[src/rtl/ethtx_pkg.sv]
// ethtx_pkg: shared state encodings and default constants
// for the Ethernet transmit sequencer slice.
package ethtx_pkg;

    localparam int IPG_DEF     = 24;
    localparam int MIN_LEN_DEF = 60;

    typedef enum logic [2:0] {
        ST_IDLE = 3'd0,
        ST_LOAD = 3'd1,
        ST_DATA = 3'd2,
        ST_GAP  = 3'd3
`ifdef ETHTX_PAD_EN
        ,
        ST_PAD  = 3'd4
`endif
    } state_e;

endpackage

[src/rtl/ethtx_sequencer_if.sv]
// ethtx_sequencer_if: control, buffer-read and nibble-stream
// signals between a frame source and the transmit sequencer.
interface ethtx_sequencer_if #(
    parameter int AW = 11
);
    import ethtx_pkg::*;

    logic          i_ce;
    logic          i_cmd;
    logic [AW:0]   i_len;
    logic          i_abort;
    logic [AW-1:0] o_rd_addr;
    logic [7:0]    i_rd_data;
    logic          o_v;
    logic [3:0]    o_d;
    logic          o_cancel;
    logic          o_busy;
    logic          o_done;

    modport slave (
        input  i_ce,
        input  i_cmd,
        input  i_len,
        input  i_abort,
        input  i_rd_data,
        output o_rd_addr,
        output o_v,
        output o_d,
        output o_cancel,
        output o_busy,
        output o_done
    );

    modport master (
        output i_ce,
        output i_cmd,
        output i_len,
        output i_abort,
        output i_rd_data,
        input  o_rd_addr,
        input  o_v,
        input  o_d,
        input  o_cancel,
        input  o_busy,
        input  o_done
    );

endinterface

[src/rtl/ethtx_nibbler.sv]
// ethtx_nibbler: byte register, low/high nibble select and
// nibble counter for the transmit sequencer.
module ethtx_nibbler
    import ethtx_pkg::*;
#(
    parameter int AW = 11
) (
    input  logic          i_clk,
    input  logic          i_reset,
    input  logic          i_start,
    input  logic          i_load,
    input  logic          i_step,
`ifdef ETHTX_PAD_EN
    input  logic          i_pad,
`endif
    input  logic [7:0]    i_rd_data,
    output logic [3:0]    o_nib,
    output logic          o_hi,
    output logic [AW+1:0] o_cnt
);

    logic [7:0]    byte_q, byte_d;
    logic          hi_q, hi_d;
    logic [AW+1:0] cnt_q, cnt_d;

    always_comb begin
        byte_d = byte_q;
        hi_d   = hi_q;
        cnt_d  = cnt_q;
        if (i_start) begin
            hi_d  = 1'b0;
            cnt_d = '0;
        end
        if (i_load) begin
            byte_d = i_rd_data;
        end
        if (i_step) begin
            cnt_d = cnt_q + 1'b1;
            hi_d  = ~hi_q;
            // next byte is already waiting on the read port
            if (hi_q) begin
                byte_d = i_rd_data;
            end
        end
`ifdef ETHTX_PAD_EN
        if (i_pad) begin
            cnt_d = cnt_q + 1'b1;
        end
`endif
    end

    always_ff @(posedge i_clk) begin
        if (i_reset) begin
            byte_q <= '0;
            hi_q   <= 1'b0;
            cnt_q  <= '0;
        end else begin
            byte_q <= byte_d;
            hi_q   <= hi_d;
            cnt_q  <= cnt_d;
        end
    end

    assign o_nib = hi_q ? byte_q[7:4] : byte_q[3:0];
    assign o_hi  = hi_q;
    assign o_cnt = cnt_q;

endmodule

[src/rtl/ethtx_sequencer.sv]
// ethtx_sequencer: frame sequencer feeding a preamble inserter.
// Define ETHTX_PAD_EN to pad short frames to MIN_LEN bytes.
module ethtx_sequencer
    import ethtx_pkg::*;
#(
    parameter int AW          = 11,
    parameter int IPG_NIBBLES = IPG_DEF,
    parameter int MIN_LEN     = MIN_LEN_DEF
) (
    input  logic i_clk,
    input  logic i_reset,
    ethtx_sequencer_if.slave bus
);

    localparam int GW = $clog2(IPG_NIBBLES + 1);

    state_e        state_q, state_d;
    logic [AW:0]   len_q, len_d;
    logic [AW-1:0] addr_q, addr_d;
    logic [GW-1:0] gap_q, gap_d;
    logic          pend_q, pend_d;
    logic          v_q, v_d;
    logic [3:0]    d_q, d_d;
    logic          cancel_q, cancel_d;
    logic          done_q, done_d;

    logic          nb_start, nb_load, nb_step;
    logic [3:0]    nb_nib;
    logic          nb_hi;
    logic [AW+1:0] nb_cnt;

    logic          abort_req;
    logic          data_last;
    logic          gap_last;
    logic          in_frame;
    logic [AW+1:0] last_nib;

    assign last_nib  = {len_q, 1'b0} - 1'b1;
    assign data_last = (nb_cnt == last_nib);
    assign gap_last  = (gap_q == GW'(IPG_NIBBLES - 1));
    assign abort_req = bus.i_abort | pend_q;

`ifdef ETHTX_PAD_EN
    logic nb_pad;
    logic need_pad;
    logic pad_last;

    assign need_pad = (len_q < (AW+1)'(MIN_LEN));
    assign pad_last = (nb_cnt == (AW+2)'(2 * MIN_LEN - 1));
    assign in_frame = (state_q == ST_LOAD) ||
                      (state_q == ST_DATA) ||
                      (state_q == ST_PAD);
`else
    assign in_frame = (state_q == ST_LOAD) ||
                      (state_q == ST_DATA);
`endif

    ethtx_nibbler #(
        .AW (AW)
    ) u_nibbler (
        .i_clk     (i_clk),
        .i_reset   (i_reset),
        .i_start   (nb_start),
        .i_load    (nb_load),
        .i_step    (nb_step),
`ifdef ETHTX_PAD_EN
        .i_pad     (nb_pad),
`endif
        .i_rd_data (bus.i_rd_data),
        .o_nib     (nb_nib),
        .o_hi      (nb_hi),
        .o_cnt     (nb_cnt)
    );

    always_ff @(posedge i_clk) begin
        if (i_reset) begin
            state_q  <= ST_IDLE;
            len_q    <= '0;
            addr_q   <= '0;
            gap_q    <= '0;
            pend_q   <= 1'b0;
            v_q      <= 1'b0;
            d_q      <= '0;
            cancel_q <= 1'b0;
            done_q   <= 1'b0;
        end else begin
            state_q  <= state_d;
            len_q    <= len_d;
            addr_q   <= addr_d;
            gap_q    <= gap_d;
            pend_q   <= pend_d;
            v_q      <= v_d;
            d_q      <= d_d;
            cancel_q <= cancel_d;
            done_q   <= done_d;
        end
    end

    always_comb begin
        state_d = state_q;
        unique case (state_q)
            ST_IDLE: begin
                if (bus.i_cmd && (bus.i_len != '0)) begin
                    state_d = ST_LOAD;
                end
            end
            ST_LOAD: begin
                if (bus.i_ce && abort_req) begin
                    state_d = ST_GAP;
                end else begin
                    state_d = ST_DATA;
                end
            end
            ST_DATA: begin
                if (bus.i_ce) begin
                    if (abort_req) begin
                        state_d = ST_GAP;
`ifdef ETHTX_PAD_EN
                    end else if (data_last && need_pad) begin
                        state_d = ST_PAD;
`endif
                    end else if (data_last) begin
                        state_d = ST_GAP;
                    end
                end
            end
`ifdef ETHTX_PAD_EN
            ST_PAD: begin
                if (bus.i_ce && (abort_req || pad_last)) begin
                    state_d = ST_GAP;
                end
            end
`endif
            ST_GAP: begin
                if (bus.i_ce && gap_last) begin
                    state_d = ST_IDLE;
                end
            end
            default: state_d = ST_IDLE;
        endcase
    end

    always_comb begin
        len_d    = len_q;
        addr_d   = addr_q;
        gap_d    = gap_q;
        pend_d   = pend_q;
        v_d      = v_q;
        d_d      = d_q;
        cancel_d = cancel_q;
        done_d   = 1'b0;
        nb_start = 1'b0;
        nb_load  = 1'b0;
        nb_step  = 1'b0;
`ifdef ETHTX_PAD_EN
        nb_pad   = 1'b0;
`endif
        if (state_q != ST_GAP) begin
            gap_d = '0;
        end
        unique case (state_q)
            ST_IDLE: begin
                if (bus.i_cmd && (bus.i_len != '0)) begin
                    len_d    = bus.i_len;
                    addr_d   = '0;
                    pend_d   = 1'b0;
                    nb_start = 1'b1;
                end else if (bus.i_cmd) begin
                    done_d = 1'b1;
                end
            end
            ST_LOAD: begin
                nb_load = 1'b1;
                addr_d  = addr_q + 1'b1;
            end
            ST_DATA: begin
                if (bus.i_ce && !abort_req) begin
                    v_d     = 1'b1;
                    d_d     = nb_nib;
                    nb_step = 1'b1;
                    if (nb_hi) begin
                        addr_d = addr_q + 1'b1;
                    end
                end
            end
`ifdef ETHTX_PAD_EN
            ST_PAD: begin
                if (bus.i_ce && !abort_req) begin
                    v_d    = 1'b1;
                    d_d    = '0;
                    nb_pad = 1'b1;
                end
            end
`endif
            ST_GAP: begin
                if (bus.i_ce) begin
                    v_d      = 1'b0;
                    d_d      = '0;
                    cancel_d = 1'b0;
                    gap_d    = gap_q + 1'b1;
                    // park on byte 0 so the next LOAD finds it ready
                    if (gap_last) begin
                        done_d = 1'b1;
                        addr_d = '0;
                    end
                end
            end
            default: ;
        endcase
        if (in_frame) begin
            if (bus.i_ce && abort_req) begin
                v_d      = 1'b0;
                d_d      = '0;
                cancel_d = 1'b1;
                pend_d   = 1'b0;
            end else if (bus.i_abort) begin
                pend_d = 1'b1;
            end
        end
    end

    assign bus.o_rd_addr = addr_q;
    assign bus.o_v       = v_q;
    assign bus.o_d       = d_q;
    assign bus.o_cancel  = cancel_q;
    assign bus.o_done    = done_q;
    assign bus.o_busy    = (state_q != ST_IDLE);

endmodule

[src/flat_wrapper.sv]
// flat-port wrapper written by rule: the top's interface ports become plain ports
module ethtx_sequencer_flat import ethtx_pkg::*;
#(
    parameter int AW          = 11,
    parameter int IPG_NIBBLES = IPG_DEF,
    parameter int MIN_LEN     = MIN_LEN_DEF
)
  (i_clk, i_reset, bus_i_ce, bus_i_cmd, bus_i_len, bus_i_abort, bus_i_rd_data, bus_o_rd_addr, bus_o_v, bus_o_d, bus_o_cancel, bus_o_busy, bus_o_done);
  ethtx_sequencer_if #(.AW(AW)) bus_i ();
  input  logic i_clk;
  input  logic i_reset;
  input wire logic [$bits(bus_i.i_ce)-1:0] bus_i_ce;
  input wire logic [$bits(bus_i.i_cmd)-1:0] bus_i_cmd;
  input wire logic [$bits(bus_i.i_len)-1:0] bus_i_len;
  input wire logic [$bits(bus_i.i_abort)-1:0] bus_i_abort;
  input wire logic [$bits(bus_i.i_rd_data)-1:0] bus_i_rd_data;
  output wire logic [$bits(bus_i.o_rd_addr)-1:0] bus_o_rd_addr;
  output wire logic [$bits(bus_i.o_v)-1:0] bus_o_v;
  output wire logic [$bits(bus_i.o_d)-1:0] bus_o_d;
  output wire logic [$bits(bus_i.o_cancel)-1:0] bus_o_cancel;
  output wire logic [$bits(bus_i.o_busy)-1:0] bus_o_busy;
  output wire logic [$bits(bus_i.o_done)-1:0] bus_o_done;
  assign bus_i.i_ce = bus_i_ce;
  assign bus_i.i_cmd = bus_i_cmd;
  assign bus_i.i_len = bus_i_len;
  assign bus_i.i_abort = bus_i_abort;
  assign bus_i.i_rd_data = bus_i_rd_data;
  assign bus_o_rd_addr = bus_i.o_rd_addr;
  assign bus_o_v = bus_i.o_v;
  assign bus_o_d = bus_i.o_d;
  assign bus_o_cancel = bus_i.o_cancel;
  assign bus_o_busy = bus_i.o_busy;
  assign bus_o_done = bus_i.o_done;
  ethtx_sequencer #(.AW(AW), .IPG_NIBBLES(IPG_NIBBLES), .MIN_LEN(MIN_LEN)) u_core (.i_clk(i_clk), .i_reset(i_reset), .bus(bus_i));
endmodule
[config.mk]
export PLATFORM = sky130hd
export DESIGN_NAME = ethtx_sequencer_flat
export DESIGN_NICKNAME = d
export VERILOG_FILES = /design/src/rtl/ethtx_pkg.sv /design/src/rtl/ethtx_sequencer_if.sv /design/src/rtl/ethtx_nibbler.sv /design/src/rtl/ethtx_sequencer.sv /design/src/flat_wrapper.sv
export SDC_FILE = /design/constraint.sdc
export NUM_CORES = 1
export LEC_CHECK = 0
export ABC_CLOCK_PERIOD_IN_PS = 5560
export BUFFER_PORTS_ARGS = -buffer_cell sky130_fd_sc_hd__buf_2
export CORE_MARGIN = 2
export CORE_UTILIZATION = 55
export DETAILED_ROUTE_END_ITERATION = 16
export PLACE_DENSITY = 0.77
export SLEW_MARGIN = 15
export SYNTH_ARGS = -nofsm -noshare
export SYNTH_HDL_FRONTEND = slang
export SYNTH_SLANG_ARGS = --single-unit
export TNS_END_PERCENT = 10
[constraint.sdc]
create_clock -name i_clk -period 5.56 [get_ports i_clk]
set_input_delay 0.278 -clock i_clk [delete_from_list [all_inputs] [get_ports i_clk]]
set_output_delay 0.278 -clock i_clk [all_outputs]
set_load 0.05 [all_outputs]
Yosys cells after proc, flatten, opt, wreduce, memory -nomap -nowiden:

Cells that the tools add are included.

* register bits after elaboration: 61
* input port bits: 25
* logic and storage cells: 99

* equality and inequality tests: 14
* reductions and logical operators: 14
* muxes and demuxes: 53
* add/subtract/negate cells: 4
* bitwise logic cells: 2

Operators by type and width (number)
* 2-to-1 mux 11 bit: 5
* case mux 11 bit (4 select lines): 1
* 2-to-1 mux 13 bit: 2
* 2-to-1 mux 1 bit: 25
* 2-to-1 mux 8 bit: 3
* 2-to-1 mux 4 bit: 5
* 2-to-1 mux 3 bit: 5
* 2-to-1 mux 5 bit: 3
* adder 13 x 1 -> 13 bit (second input constant): 1
* == test 13 bit: 1
* subtractor 13 x 1 -> 13 bit (second input constant): 1
* case mux 3 bit (4 select lines): 1
* nonzero test 12 bit: 1
* adder 11 x 1 -> 11 bit (second input constant): 1
* != test 2 bit (second input constant): 4
* case mux 4 bit (2 select lines): 1
* == test 3 x 2 -> 1 bit (second input constant): 2
* != test 2 x 1 -> 1 bit (second input constant): 3
* AND reduction 6 bit: 1
* adder 5 x 1 -> 5 bit (second input constant): 1
* == test 5 bit (second input constant): 1
* logical AND 1 bit: 4
* case mux 1 bit (2 select lines): 2
* AND reduction 4 bit: 1
* other kinds (12): 12

Longest topological paths before layout:

* depth after elaboration: 7
* depth in mapped cells: 10
* depth with buffers taken out: 9

Cells and area by module:

Synthesis repeated with hierarchy kept, for this count alone.

* cell total of the unflattened synthesis: 382
* area total of the unflattened synthesis: 3208.1 um^2

Modules (own cells, without submodules)
* ethtx_sequencer: instances 1, cells an instance 256, sequential area each 760.7 um^2, area each 2145.8 um^2
* ethtx_nibbler: instances 1, cells an instance 126, sequential area each 440.4 um^2, area each 1062.3 um^2

Least setup slack after synthesis:

OpenSTA, ideal clock, no wires.

* kind: register to register
* start point: register u_core.len_q[0]
* end point: register u_core.state_q[0]
* clock period less this slack: 2.869 ns
* arrival: 2.748 ns
* cell stages (with the launch flop): 10
* path slack: 2.691 ns
* buffers on the path: 0
* library setup time: 0.121 ns
* path through: dfxtp_1 > inv_1 > ha_1 > or3b_4 > or3_2 > xnor2_1 > or4_1 > nor4b_2 > nor2_1 > mux2_4

* cells in the longest elaborated chain, start to end: 4

Ends and longest elaborated chain
* start: declaration: line ethtx_sequencer.sv:18 `logic [AW:0] len_q, len_d;`
* start signal: assignment: line ethtx_sequencer.sv:88 `len_q <= len_d;`
* subtractor 13 x 1 -> 13 bit: line ethtx_sequencer.sv:38 `assign last_nib = {len_q, 1'b0} - 1'b1;`
* == test 13 bit: line ethtx_sequencer.sv:39 `assign data_last = (nb_cnt == last_nib);`
* != test 3 x 1 -> 1 bit (no line)
* AND reduction 4 bit (no line)
* end signal: assignment: line ethtx_sequencer.sv:87 `state_q <= state_d;`
* end: declaration: line ethtx_sequencer.sv:17 `state_e state_q, state_d;`

No other way between the ends.
A chain may end at the register's enable or synchronous reset.

Worst setup path after layout:

Same ends and word-level chain as after synthesis.

==> results by group <==
Worst setup path
  • WS Path Type: reg -> reg
  • Buf/Inv on CP: 1
  • CP Depth: 9
  • Worst EP required: 5790 ps
  • Top delay family on crit path: simple AND/OR/NAND/NOR gates
  • CP peak stage delay: roughly 510 ps
  • Worst-path cell chain: inv_1 -> ha_1 -> or3b_4 -> or3_2 -> xnor2_1 -> or4_1 -> nor4b_2 -> nor2_1 -> mux2_4
  • Slowest CP cell: or4_1
  • CP Capture Type: flop
  • Crit path DAT: between 3000 and 4000 ps
  • Crit start category: flop
  • Crit-path max FO: 5
  • R2R cell count: 9

Routing
  • Initial DRT Pass Iterations: 4
  • Wirelength per Cell: 13.2 um
  • DRT iter0 DRCs: 126
  • Post-route ant nets: 0
  • Vias per cell: 5.44
  • Via Count: ~2600
  • DRC viols: 0
  • Total wire length after detailed routing: 6280 um

Global route
  • Largest net degree at the start of global routing: between 40 and 50
  • Gr usage total: 22.3%
  • Number of global-route vias before repair: approximately 2400
  • Initial antenna violation count: 0
  • Gr ovfl total: 0
  • First-pass GRT wire length: 10900 um

STA
  • Fmax achieved: about 330 MHz
  • Final Hold Fails: 0
  • Setup TNS: 0 ps
  • Max-slew violations: 0
  • Final hold slack: approximately 180 ps
  • Final setup viols: 0
  • Slew margin rel.: 34.3%
  • Worst-Margin Slew: 985 ps
  • Clk_skew: 11.9 ps
  • Tcrit/Tclk final: 54.7%
  • RSZ-0062 raised after global routing: false
  • Min Tclk post-route: just over 3000 ps

Clock tree
  • CTS max path bufs: 2
  • Postcts setup bufs: 0
  • Clock Tree Root: clkbuf_8
  • # resized after CTS: 0
  • Cts hold-fix bufs: 0
  • CTS tree: built
  • H-tree depth: 3
  • Clock latency on the worst-skew pair: 340 ps
  • Sink Count: 60
  • CTS buffer count: 9
  • Clk slew on worst S/H paths: 70 ps

Layout
  • Core Util, Final: about 64%
  • Layout area overhead: 14.8%
  • ANT cells: 0
  • Layout cells sized above 1: 17.8%
  • Final Cell Area: 0.00350 sq mm
  • Nets@finish: 433

Yosys
  • Synth Area per Inst: 8.43 sq um
  • Top cells by area, synth: dfxtp_1 (39%), mux2i_1 (8.5%), nor2_1 (8.5%), xnor2_1 (4.0%), xor2_1 (3.7%)
  • Synth unique cells: 44
  • Yosys warns: 0
  • Post-synth EDFFs: 0
  • Post-synth top flop: dfxtp_1
  • Synth async-reset ratio: 0%
  • Top cell type by total area after synthesis: dfxtp_1
  • Share of the synthesized area in the top cell type: 39.3%
  • Mapped Nets: 395
  • #FFs+latches synth: 60
  • Cells after synthesis: 362
  • Sequential area share after synthesis: between 30% and 40%
  • Netlist Area Pre-Place: 0.00305 sq mm

Pwr
  • Max IR drop VDD: 0.285 mV
  • Pwr Density: ~400 mW/mm^2
  • Leakage: between 1 and 1.5 nW

Placement
  • Dpl cell area: 0.00330 sq mm
  • Port bufs: 43
  • Placer Congestion: 0.796
  • Dpl hpwl: between 4000 and 5000 um

Floorplanning
  • Die height: 78.5 um
  • Row count: 27
  • I/O pins: 44
  • Die footprint: 0.00616 sq mm
  • Die width: 78.5 um
  • Core Area: 0.00544 sq mm
  • Initial Util: 56.1%

Hold path
  • Hold WC Path Type: in -> reg
  • Hold path depth: 3

Outcome
  • Status: finished clean

Run
  • MaxCap Viol Count: 0
==> where the power goes <==
part,switching (W),internal [W],total (W)
clock network,0.000171,0.000230,0.000401
registers,0.0000435,0.000477,0.000521
logic,0.000302,0.000208,0.000510
==> placed cells by master, fill, tap and decap left out, types with 8 or more instances in the layout <==
cell type	count
xor2_1	13
nor2_1	69
o21ai_0	15
buf_2	43
nand3_1	13
clkbuf_8	11
xnor2_1	14
nand2_1	23
a21oi_1	22
ha_1	8
mux2i_1	26
inv_1	12
dfxtp_1	60
==> tightest hold or removal path, delay by kind of cell <==
family                 cells  cell delay, ps
buffers and inverters      1              70
AND/OR/NAND/NOR            1              70
multiplexers               1              50
==> sequential cells by signal, summed over array words and instances, names as in the netlist <==
name / cells
u_core.u_nibbler.o_hi: 1
u_core.state_q: 2
u_core.gap_q: 5
u_core.bus.o_cancel: 1
u_core.bus.o_done: 1
u_core.u_nibbler.byte_q: 8
u_core.bus.o_v: 1
u_core.bus.o_rd_addr: 11
u_core.len_q: 12
u_core.pend_q: 1
u_core.u_nibbler.o_cnt: 13
u_core.bus.o_d: 4
==> metal layers <==
| layer | vias to the layer above | share of wire, % | routed length (um) | global-route usage, % |
|---|---|---|---|---|
| li1 | 1344 | - | - | - |
| met1 | 1194 | 50 | 3130 | 29.5 |
| met2 | 50 | 45 | 2810 | 35.0 |
| met3 | 6 | 4.2 | 265 | 4.60 |
| met4 | 0 | 1.2 | 76 | 9.65 |
| met5 | - | 0 | 0 | 0 |
==> kinds of logic (layout without fill, tap and decap cells) <==
family / count (synthesis) / in the layout / share of synthesized area, %
flops: 60 / 60 / 39.3
xor+xnor: 27 / 27 / 7.75
mux: 29 / 29 / 9.75
buf+inv: 29 / 72 / 3.57
fa+ha+maj: 8 / 8 / 3.28
compound gates: 64 / 64 / 13.2
simple gates: 145 / 145 / 23.1
==> final cells by class <==
cell class	instances	area (sq um)
clock buffers	12	155
clock inverters	4	47.5
fillers	493	1930
inverters	12	45.0
multi-input cells	273	1740
flip-flops and latches	60	1200
well taps	72	90.1
repair buffers	44	223
==> Yosys cell counts (all sizes together), types with 2 or more instances <==
cell type and instances:
nor3 5, a21o 3, nor4b 2, mux2i 26, clkbuf 16, o21ai 15, o21bai 2, a211oi 4
or4 3, a21oi 22, nor2 70, nand2b 3, ha 8, a311oi 5, o2111ai 2, dfxtp 60
nand2 23, a31oi 4, and3 5, xnor2 14, nand3b 2, a22oi 2, nand3 13, nand4 5
nor4 3, mux2 3, inv 12, xor2 13, o31ai 2, or3 5
==> final timing paths <==
check,start,endpoint,slack (ps)
worst max register to register,u_core.len_q[0],u_core.state_q[0],2520
worst max-delay path,u_core.len_q[0],u_core.state_q[0],2520
worst min register to register,u_core.bus.o_cancel,u_core.bus.o_cancel,460
worst min-delay path,bus_i_rd_data[6],u_core.u_nibbler.byte_q[6],180
==> through the flow <==
step	total power (W)	cells	setup slack [ps]
6_report	0.00143	477	2520
5_1_grt	0.00152	477	2380
4_1_cts	0.00144	477	2520
3_5_place_dp	0.00104	461	2530
3_3_place_gp	0.00103	461	2610
2_1_floorplan	0.000936	362	2690
Power figures use the tool's default switching activity.
